## config.mk

```make
export PLATFORM = sky130hd
export DESIGN_NAME = load_store_unit
export DESIGN_NICKNAME = d
export VERILOG_FILES = /design/src/rtl/load_store_unit.sv
export SDC_FILE = /design/constraint.sdc
export NUM_CORES = 1
export LEC_CHECK = 0
export CORE_AREA = 2 2 81 122
export DETAILED_ROUTE_END_ITERATION = 8
export DIE_AREA = 0 0 83 124
export MAX_ROUTING_LAYER = met4
export PLACE_DENSITY = 0.85
export SETUP_SLACK_MARGIN = 0.02
export SKIP_LAST_GASP = 1
export SLEW_MARGIN = 20
export SYNTH_ARGS = -nofsm -noshare
export SYNTH_HDL_FRONTEND = slang
export SYNTH_SLANG_ARGS = --single-unit
```

## constraint.sdc

```tcl
create_clock -name clk -period 6.4 [get_ports clk]
set_input_delay 1.92 -clock clk [delete_from_list [all_inputs] [get_ports clk]]
set_output_delay 1.92 -clock clk [all_outputs]
set_load 0.02 [all_outputs]
```

## src/rtl/load_store_unit.sv

```systemverilog
// Memory-stage load/store unit: decodes func3 into lanes, runs a req/ack
// handshake to a multi-cycle data memory, and stalls the pipeline meanwhile.
module load_store_unit #(
  parameter int DATA_W     = 32,
  parameter int DM_ADDRESS = 9,
  parameter int TIMEOUT    = 15
) (
  input  logic                  clk,
  input  logic                  reset,
  input  logic                  ex_mem_read,
  input  logic                  ex_mem_write,
  input  logic [DM_ADDRESS-1:0] ex_addr,
  input  logic [DATA_W-1:0]     ex_wdata,
  input  logic [2:0]            ex_func3,
  output logic                  stall,
  output logic [DATA_W-1:0]     rd_data,
  output logic                  access_fault,
  output logic                  mem_req,
  output logic                  mem_we,
  output logic [DM_ADDRESS-3:0] mem_addr,
  output logic [3:0]            mem_be,
  output logic [DATA_W-1:0]     mem_wdata,
  input  logic                  mem_ack,
  input  logic [DATA_W-1:0]     mem_rdata
);

  // state  | meaning
  // IDLE   | examine ex_* for a new access
  // WAIT   | request outstanding, waiting for mem_ack or timeout
  // DONE   | pipeline released; one bubble before the next access
  typedef enum logic [1:0] {S_IDLE, S_WAIT, S_DONE} state_t;

  state_t                state_q, state_d;
  logic [7:0]            cnt_q, cnt_d;
  logic                  mem_req_q, mem_req_d;
  logic                  mem_we_q, mem_we_d;
  logic [DM_ADDRESS-3:0] mem_addr_q, mem_addr_d;
  logic [3:0]            mem_be_q, mem_be_d;
  logic [DATA_W-1:0]     mem_wdata_q, mem_wdata_d;
  logic [DATA_W-1:0]     rd_data_q, rd_data_d;
  logic                  fault_q, fault_d;
  logic [2:0]            func3_q, func3_d;
  logic [1:0]            off_q, off_d;

  logic [1:0]        off;
  logic              is_rd, is_wr, func3_ok, aligned, legal, fault_in;
  logic [3:0]        be_dec;
  logic [DATA_W-1:0] wdata_dec, shifted, load_ext;

  assign off   = ex_addr[1:0];
  assign is_rd = ex_mem_read & ~ex_mem_write;
  assign is_wr = ex_mem_write & ~ex_mem_read;

  always_comb begin
    func3_ok = 1'b0;
    if (is_rd)
      func3_ok = (ex_func3 == 3'b000) || (ex_func3 == 3'b001) || (ex_func3 == 3'b010) ||
                 (ex_func3 == 3'b100) || (ex_func3 == 3'b101);
    else if (is_wr)
      func3_ok = (ex_func3 == 3'b000) || (ex_func3 == 3'b001) || (ex_func3 == 3'b010);
  end

  always_comb begin
    aligned   = 1'b1;
    be_dec    = 4'b1111;
    wdata_dec = ex_wdata;
    case (ex_func3[1:0])
      2'b00: begin
        be_dec    = 4'b0001 << off;
        wdata_dec = {4{ex_wdata[7:0]}};
      end
      2'b01: begin
        aligned   = (off[0] == 1'b0);
        be_dec    = 4'b0011 << off;
        wdata_dec = {2{ex_wdata[15:0]}};
      end
      default: aligned = (off == 2'b00);
    endcase
  end

  // A both-high request falls out of legal because neither is_rd nor is_wr is set.
  assign legal    = (is_rd | is_wr) & func3_ok & aligned;
  assign fault_in = (ex_mem_read | ex_mem_write) & ~legal;

  assign shifted = mem_rdata >> {off_q, 3'b000};

  always_comb begin
    load_ext = '0;
    case (func3_q)
      3'b000:  load_ext = {{24{shifted[7]}}, shifted[7:0]};
      3'b001:  load_ext = {{16{shifted[15]}}, shifted[15:0]};
      3'b010:  load_ext = shifted;
      3'b100:  load_ext = {24'd0, shifted[7:0]};
      3'b101:  load_ext = {16'd0, shifted[15:0]};
      default: load_ext = '0;
    endcase
  end

  assign stall = (state_q == S_WAIT) || ((state_q == S_IDLE) && legal);

  always_comb begin
    state_d     = state_q;
    cnt_d       = cnt_q;
    mem_req_d   = mem_req_q;
    mem_we_d    = mem_we_q;
    mem_addr_d  = mem_addr_q;
    mem_be_d    = mem_be_q;
    mem_wdata_d = mem_wdata_q;
    rd_data_d   = rd_data_q;
    fault_d     = 1'b0;
    func3_d     = func3_q;
    off_d       = off_q;
    case (state_q)
      S_IDLE: begin
        if (legal) begin
          mem_req_d   = 1'b1;
          mem_we_d    = is_wr;
          mem_addr_d  = ex_addr[DM_ADDRESS-1:2];
          mem_be_d    = be_dec;
          mem_wdata_d = wdata_dec;
          func3_d     = ex_func3;
          off_d       = off;
          cnt_d       = '0;
          state_d     = S_WAIT;
        end else if (fault_in) begin
          fault_d   = 1'b1;
          rd_data_d = '0;
        end
      end
      S_WAIT: begin
        cnt_d = cnt_q + 8'd1;
        if (mem_ack) begin
          mem_req_d = 1'b0;
          if (!mem_we_q) rd_data_d = load_ext;
          state_d = S_DONE;
        end else if (cnt_q == 8'(TIMEOUT - 1)) begin
          mem_req_d = 1'b0;
          rd_data_d = '0;
          fault_d   = 1'b1;
          state_d   = S_DONE;
        end
      end
      S_DONE:  state_d = S_IDLE;
      default: state_d = S_IDLE;
    endcase
  end

  always_ff @(posedge clk) begin
    if (reset) begin
      state_q     <= S_IDLE;
      cnt_q       <= '0;
      mem_req_q   <= 1'b0;
      mem_we_q    <= 1'b0;
      mem_addr_q  <= '0;
      mem_be_q    <= '0;
      mem_wdata_q <= '0;
      rd_data_q   <= '0;
      fault_q     <= 1'b0;
      func3_q     <= '0;
      off_q       <= '0;
    end else begin
      state_q     <= state_d;
      cnt_q       <= cnt_d;
      mem_req_q   <= mem_req_d;
      mem_we_q    <= mem_we_d;
      mem_addr_q  <= mem_addr_d;
      mem_be_q    <= mem_be_d;
      mem_wdata_q <= mem_wdata_d;
      rd_data_q   <= rd_data_d;
      fault_q     <= fault_d;
      func3_q     <= func3_d;
      off_q       <= off_d;
    end
  end

  assign rd_data      = rd_data_q;
  assign access_fault = fault_q;
  assign mem_req      = mem_req_q;
  assign mem_we       = mem_we_q;
  assign mem_addr     = mem_addr_q;
  assign mem_be       = mem_be_q;
  assign mem_wdata    = mem_wdata_q;

endmodule

```

Yosys cells after proc, flatten, opt, wreduce, memory -nomap -nowiden
Cells that the tools add are included.
{ "op_classes": {"magnitude_cmp": 0, "reduce_logical": 17, "n_bitwise": 11, "eq_ne": 16, "n_mux": 27, "div": 0, "add_sub_neg": 1, "shift": 3, "multipliers": 0} }
{ "op_table": {"columns": ["op", "count"], "rows": [
  ["$mux 32", 5],
  ["$pmux 32 s5", 1],
  ["$pmux 32 s2", 2],
  ["$shr 32x5->32", 1],
  ["$pmux 8 s2", 1],
  ["$eq 3x3->1 const B", 4],
  ["$mux 1", 9],
  ["$add 8x1->8 const B", 1],
  ["$eq 8x4->1 const B", 1],
  ["$mux 8", 1],
  ["$pmux 4 s2", 1],
  ["$eq 3x1->1 const B", 2],
  ["$eq 3x2->1 const B", 2],
  ["$logic_not 2->1", 3],
  ["$logic_not 3->1", 2],
  ["$mux 2", 3],
  ["$ne 2x2->1 const B", 3],
  ["$pmux 1 s2", 3],
  ["$reduce_and 2->1", 3],
  ["$and 1x1->1", 5],
  ["$logic_or 1x1->1", 5],
  ["$reduce_and 5->1", 1],
  ["$eq 2x1->1 const B", 2],
  ["$not 1->1", 4],
  ["9 further kinds", 10]
]} }
{ "totals": {"mem_bits_ro": 0, "reg_bits": 93, "mem_count": 0, "wordCells": 86, "latchBits": 0, "ramBits": 0} }

Logic depth before layout (Yosys ltp)
Gate-level depths: netlist (run 1).
{ "logic_depth": {"word_depth": 13, "mapped_depth": 9, "ltp_nobuf": 7} }

Worst setup path before layout (run 1)
No wires, ideal clock.
{ "synth_path": {"kind": "in2out", "startpoint": "input ex_mem_write", "endpoint": "output stall", "path_buffers": 0, "stages": 5, "required_time_ns": 4.480, "arrival_ns": 2.917, "slack_ns": 1.563, "cell_sequence": "inv_1 ha_1 nor2b_1 o221ai_2 a21oi_1"} }
{ "synth_between": {"elab_chain_cells": 7, "elab_cells_between_ends": 10, "cone_classes": "2 x mux; 6 x bitwise; 2 x reduce/logical"} }
{ "synth_rtl": {"columns": ["element", "line", "text"], "rows": [
  ["start: declaration", "11", "input logic ex_mem_write,"],
  ["$and 1x1->1 / $not 1->1 (equally long branches)", "52, 51", null],
  ["$mux 1 / $and 1x1->1 (equally long branches)", "59, 51", null],
  ["$mux 1 / $or 1x1->1 (equally long branches)", "56, 82", null],
  ["$and 1x1->1 * (2 in a row)", "82", "assign legal = (is_rd | is_wr) & func3_ok & aligned;"],
  ["$logic_and 1x1->1 *", "99", "assign stall = (state_q == S_WAIT) || ((state_q == S_IDLE) && legal);"],
  ["$logic_or 1x1->1 *", "99", null],
  ["end: declaration", "15", "output logic stall,"]
]} }
Every way passes the cells marked *; elsewhere a longest branch is shown, timed or not.

Final worst setup path (run 1)
Same ends and word-level chain as after synthesis.

==> summary.md, run 1 <==
| Metric | Value |
|---|---|
| Core area | `a little over 9000 um^2` |
| Most common cell after layout, fill and taps aside | `clkdlybuf4s50_1` |
| YS warnings | `0` |
| Sequential-to-total area share from yosys stat | `0.419` |
| DR pass1 iterations | `4` |
| RSZ-0062 raised after global routing | `no` |
| Yosys top cell by area | `dfxtp_1` |
| Final Setup Violations | `0` |
| Drt total wl | `approximately 13000 um` |
| Initial antenna violation count | `0` |
| Synthesized area | `4450 um^2` |
| Post-CTS setup buffer count | `0` |
| Worst skew pair latency | `around 340 ps` |
| Clock skew | `approximately 5.6 ps` |
| Initial DRC count | `172` |
| Total Routing Usage GR | `0.266` |
| CTS sink count | `just over 90` |
| Syn_nets | `around 600` |
| Cell leakage power | `2.21 nW` |
| Largest stage delay, worst path | `680 ps` |
| WL/cell | `~18 um` |
| TNS Setup | `0 ps` |
| Post-synth ARST share | `0` |
| Worst Hold Path Cells | `2` |
| Period utilisation layout | `0.922` |
| Die W | `slightly above 80 um` |
| Drc violations | `0` |
| Outcome | `finished clean` |
| DP HPWL | `9940 um` |
| Final max-slew violation count | `0` |
| Largest net degree at the start of global routing | `slightly above 70` |
| Final hold violation count | `0` |
| Path depth of the worst reg2reg path | `5` |
| Ant diodes | `0` |
| I/O pin count | `160` |
| Initial Util | `0.483` |
| H-tree Lvls | `3` |
| Area Growth Syn to Fin | `42.5%` |
| Die height | `124 um` |
| TritonCTS buffer count | `9` |
| Die ar. | `10300 um^2` |
| Max frequency | `approximately 170 MHz` |
| Cell mode on critical path | `clkdlybuf4s50_1` |
| Unique cell type count in the Yosys netlist | `46` |
| Synth Instances | `517` |
| Nets | `between 700 and 800` |
| Synth top area cells | `dfxtp_1, a21oi_1, nand2_1, mux2i_1, nor2_1` |
| Critical-path cell list | `clkdlybuf4s50_1 -> inv_1 -> ha_1 -> nor2b_1 -> o221ai_2 -> a21oi_1 -> clkdlybuf4s50_1` |
| Worst Setup SP | `ex_mem_write` |
| CTS Root Cell | `clkbuf_16` |
| CP Class | `in -> out` |
| Cts repair resizes | `0` |
| Syn avg cell area | `roughly 8.6 um^2` |
| Final instance area | `around 6300 um^2` |
| Worst Hold Class | `reg -> reg` |
| Crit-path slowest cell | `clkdlybuf4s50_1` |
| Ys flop type | `dfxtp_1` |
| Vias in the first global route | `4365` |
| Reg2Reg Setup Slack | `a little under 4000 ps` |
| Fin crit period | `between 5000 and 6000 ps` |
| DRT antenna net count | `0` |
| Worst Path Max Fanout | `4` |
| Worst slew pin tran | `around 900 ps` |
| Port Buffers | `roughly 160` |
| First-pass GRT wire length | `21300 um` |
| Ratio of cells with drive above 1 in the final layout | `0.0747` |
| Max clock buf depth | `2` |
| Rows | `43` |
| Most frequent cells in the layout | `clkdlybuf4s50_1, nand2_1, dfxtp_1` |
| CP required | `approximately 4500 ps` |
| Clock slew at reported path FFs | `60 ps` |
| Slew headroom | `0.394` |
| PD cells | `~220 nW/um^2` |
| Peak supply drop | `between 0.00015 and 0.0002 V` |
| Reg2reg start | `state_q[0]` |
| Global route overflow | `0` |
| RR Endpoint | `rd_data[10]` |
| Worst EP arrival | `between 3000 and 4000 ps` |
| Vias | `~4400` |
| Startpoint Class | `primary input` |
| Yosys top cell area share | `0.419` |
| Post-synth EDFFs | `0` |
| DP Area | `around 6000 um^2` |
| CTS tree | `built` |
| Max-Cap Viols | `0` |
| Drt via density | `5.74` |
| FF+latch count, synth | `93` |
| Crit end category | `output port` |
| Placer Congestion | `approximately 0.92` |
| # hold bufs at CTS | `0` |
| CP endpoint | `stall` |
==> cell families after synthesis <==
kind of cell | Yosys count | share of synthesized area
flip-flops | 93 | 0.419
buffers and inverters | 49 | 0.0546
XOR/XNOR | 1 | 0.00197
AND/OR/NAND/NOR | 164 | 0.158
adder cells (fa/ha/maj) | 5 | 0.0141
AO/OA/AOI/OAI | 165 | 0.257
multiplexers | 40 | 0.0954
==> through the flow <==
step                utilization  worst slack (ps)  power, mW  hold slack, ps  cells
floorplan                     -              1560      0.743             441    517
global placement          0.654               610      0.846             437    754
detailed placement        0.654               525      0.852             447    754
CTS                       0.688               502       1.41             457    768
global route              0.689               387       1.46             476    768
finish                    0.689               502       1.40             454    768
==> layer usage <==
metal  part of all wire  global-route usage
met2               0.50               0.455
met4              0.042               0.138
met3              0.081              0.0742
met1               0.37               0.281
met5                  0                   -
==> synth_stat cells, types with 3 or more instances <==
| library cell | instances |
|---|---|
| mux2_2 | 9 |
| nand2_1 | 93 |
| o2111ai_1 | 7 |
| o21ai_0 | 21 |
| o2bb2ai_1 | 15 |
| buf_2 | 11 |
| nor2_1 | 38 |
| nand3_1 | 4 |
| o2bb2ai_2 | 9 |
| nor3_1 | 11 |
| buf_6 | 6 |
| and3_1 | 4 |
| nor2b_1 | 3 |
| o211ai_1 | 8 |
| clkbuf_1 | 23 |
| dfxtp_1 | 93 |
| nand2b_1 | 3 |
| a21oi_1 | 72 |
| ha_1 | 5 |
| inv_1 | 7 |
| a311oi_1 | 10 |
| a211oi_1 | 12 |
| mux2i_1 | 30 |
==> area by class of cell <==
cell class	instances	area, um^2
clock buffer	10	239
clock inverter	4	73.8
fill	708	2860
inverter	8	30.0
multi-input combinational	375	2350
sequential	93	1860
tap	112	140
timing repair buffer	166	1640
==> sequential cells by signal, summed over array words and instances (netlist names) <==
signal,cells
access_fault,1
rd_data,32
off_q,2
func3_q,3
mem_req,1
mem_be,4
state_q,2
cnt_q,8
mem_addr,7
mem_we,1
mem_wdata,32
==> worst min path at each step <==
stage	from	endpoint	slack, ps
finish	mem_wdata[29]	mem_wdata[29]	450
global route	mem_wdata[25]	mem_wdata[25]	480
CTS	rd_data[4]	rd_data[4]	460
detailed placement	rd_data[26]	rd_data[26]	450
global placement	rd_data[3]	rd_data[3]	440
floorplan	cnt_q[7]	cnt_q[7]	440
==> power breakdown <==
group	internal (mW)	switching (mW)	leakage [nW]	total, mW
combinational	0.110	0.126	1.30	0.236
clock	0.348	0.212	0.154	0.560
sequential	0.595	0.0105	0.752	0.605
total	1.05	0.349	2.21	1.40
==> critical path: cells and delay by family <==
kind | cells | cell delay [ps]
compound gates | 2 | 500
fa+ha+maj | 1 | 160
buf+inv | 3 | 1220
simple gates | 1 | 180
(Power assumes the default switching activity.)
==> run 2, diff against run 1 <==
--- a/config.mk
+++ b/config.mk
@@ -8,6 +8,7 @@
 export CORE_AREA = 2 2 81 122
 export DETAILED_ROUTE_END_ITERATION = 8
 export DIE_AREA = 0 0 83 124
+export GPL_ROUTABILITY_DRIVEN = 0
 export MAX_ROUTING_LAYER = met4
 export PLACE_DENSITY = 0.85
 export SETUP_SLACK_MARGIN = 0.02
==> results of run 2 <==
Final layout, timing and power as in run 1 (identical DEF).
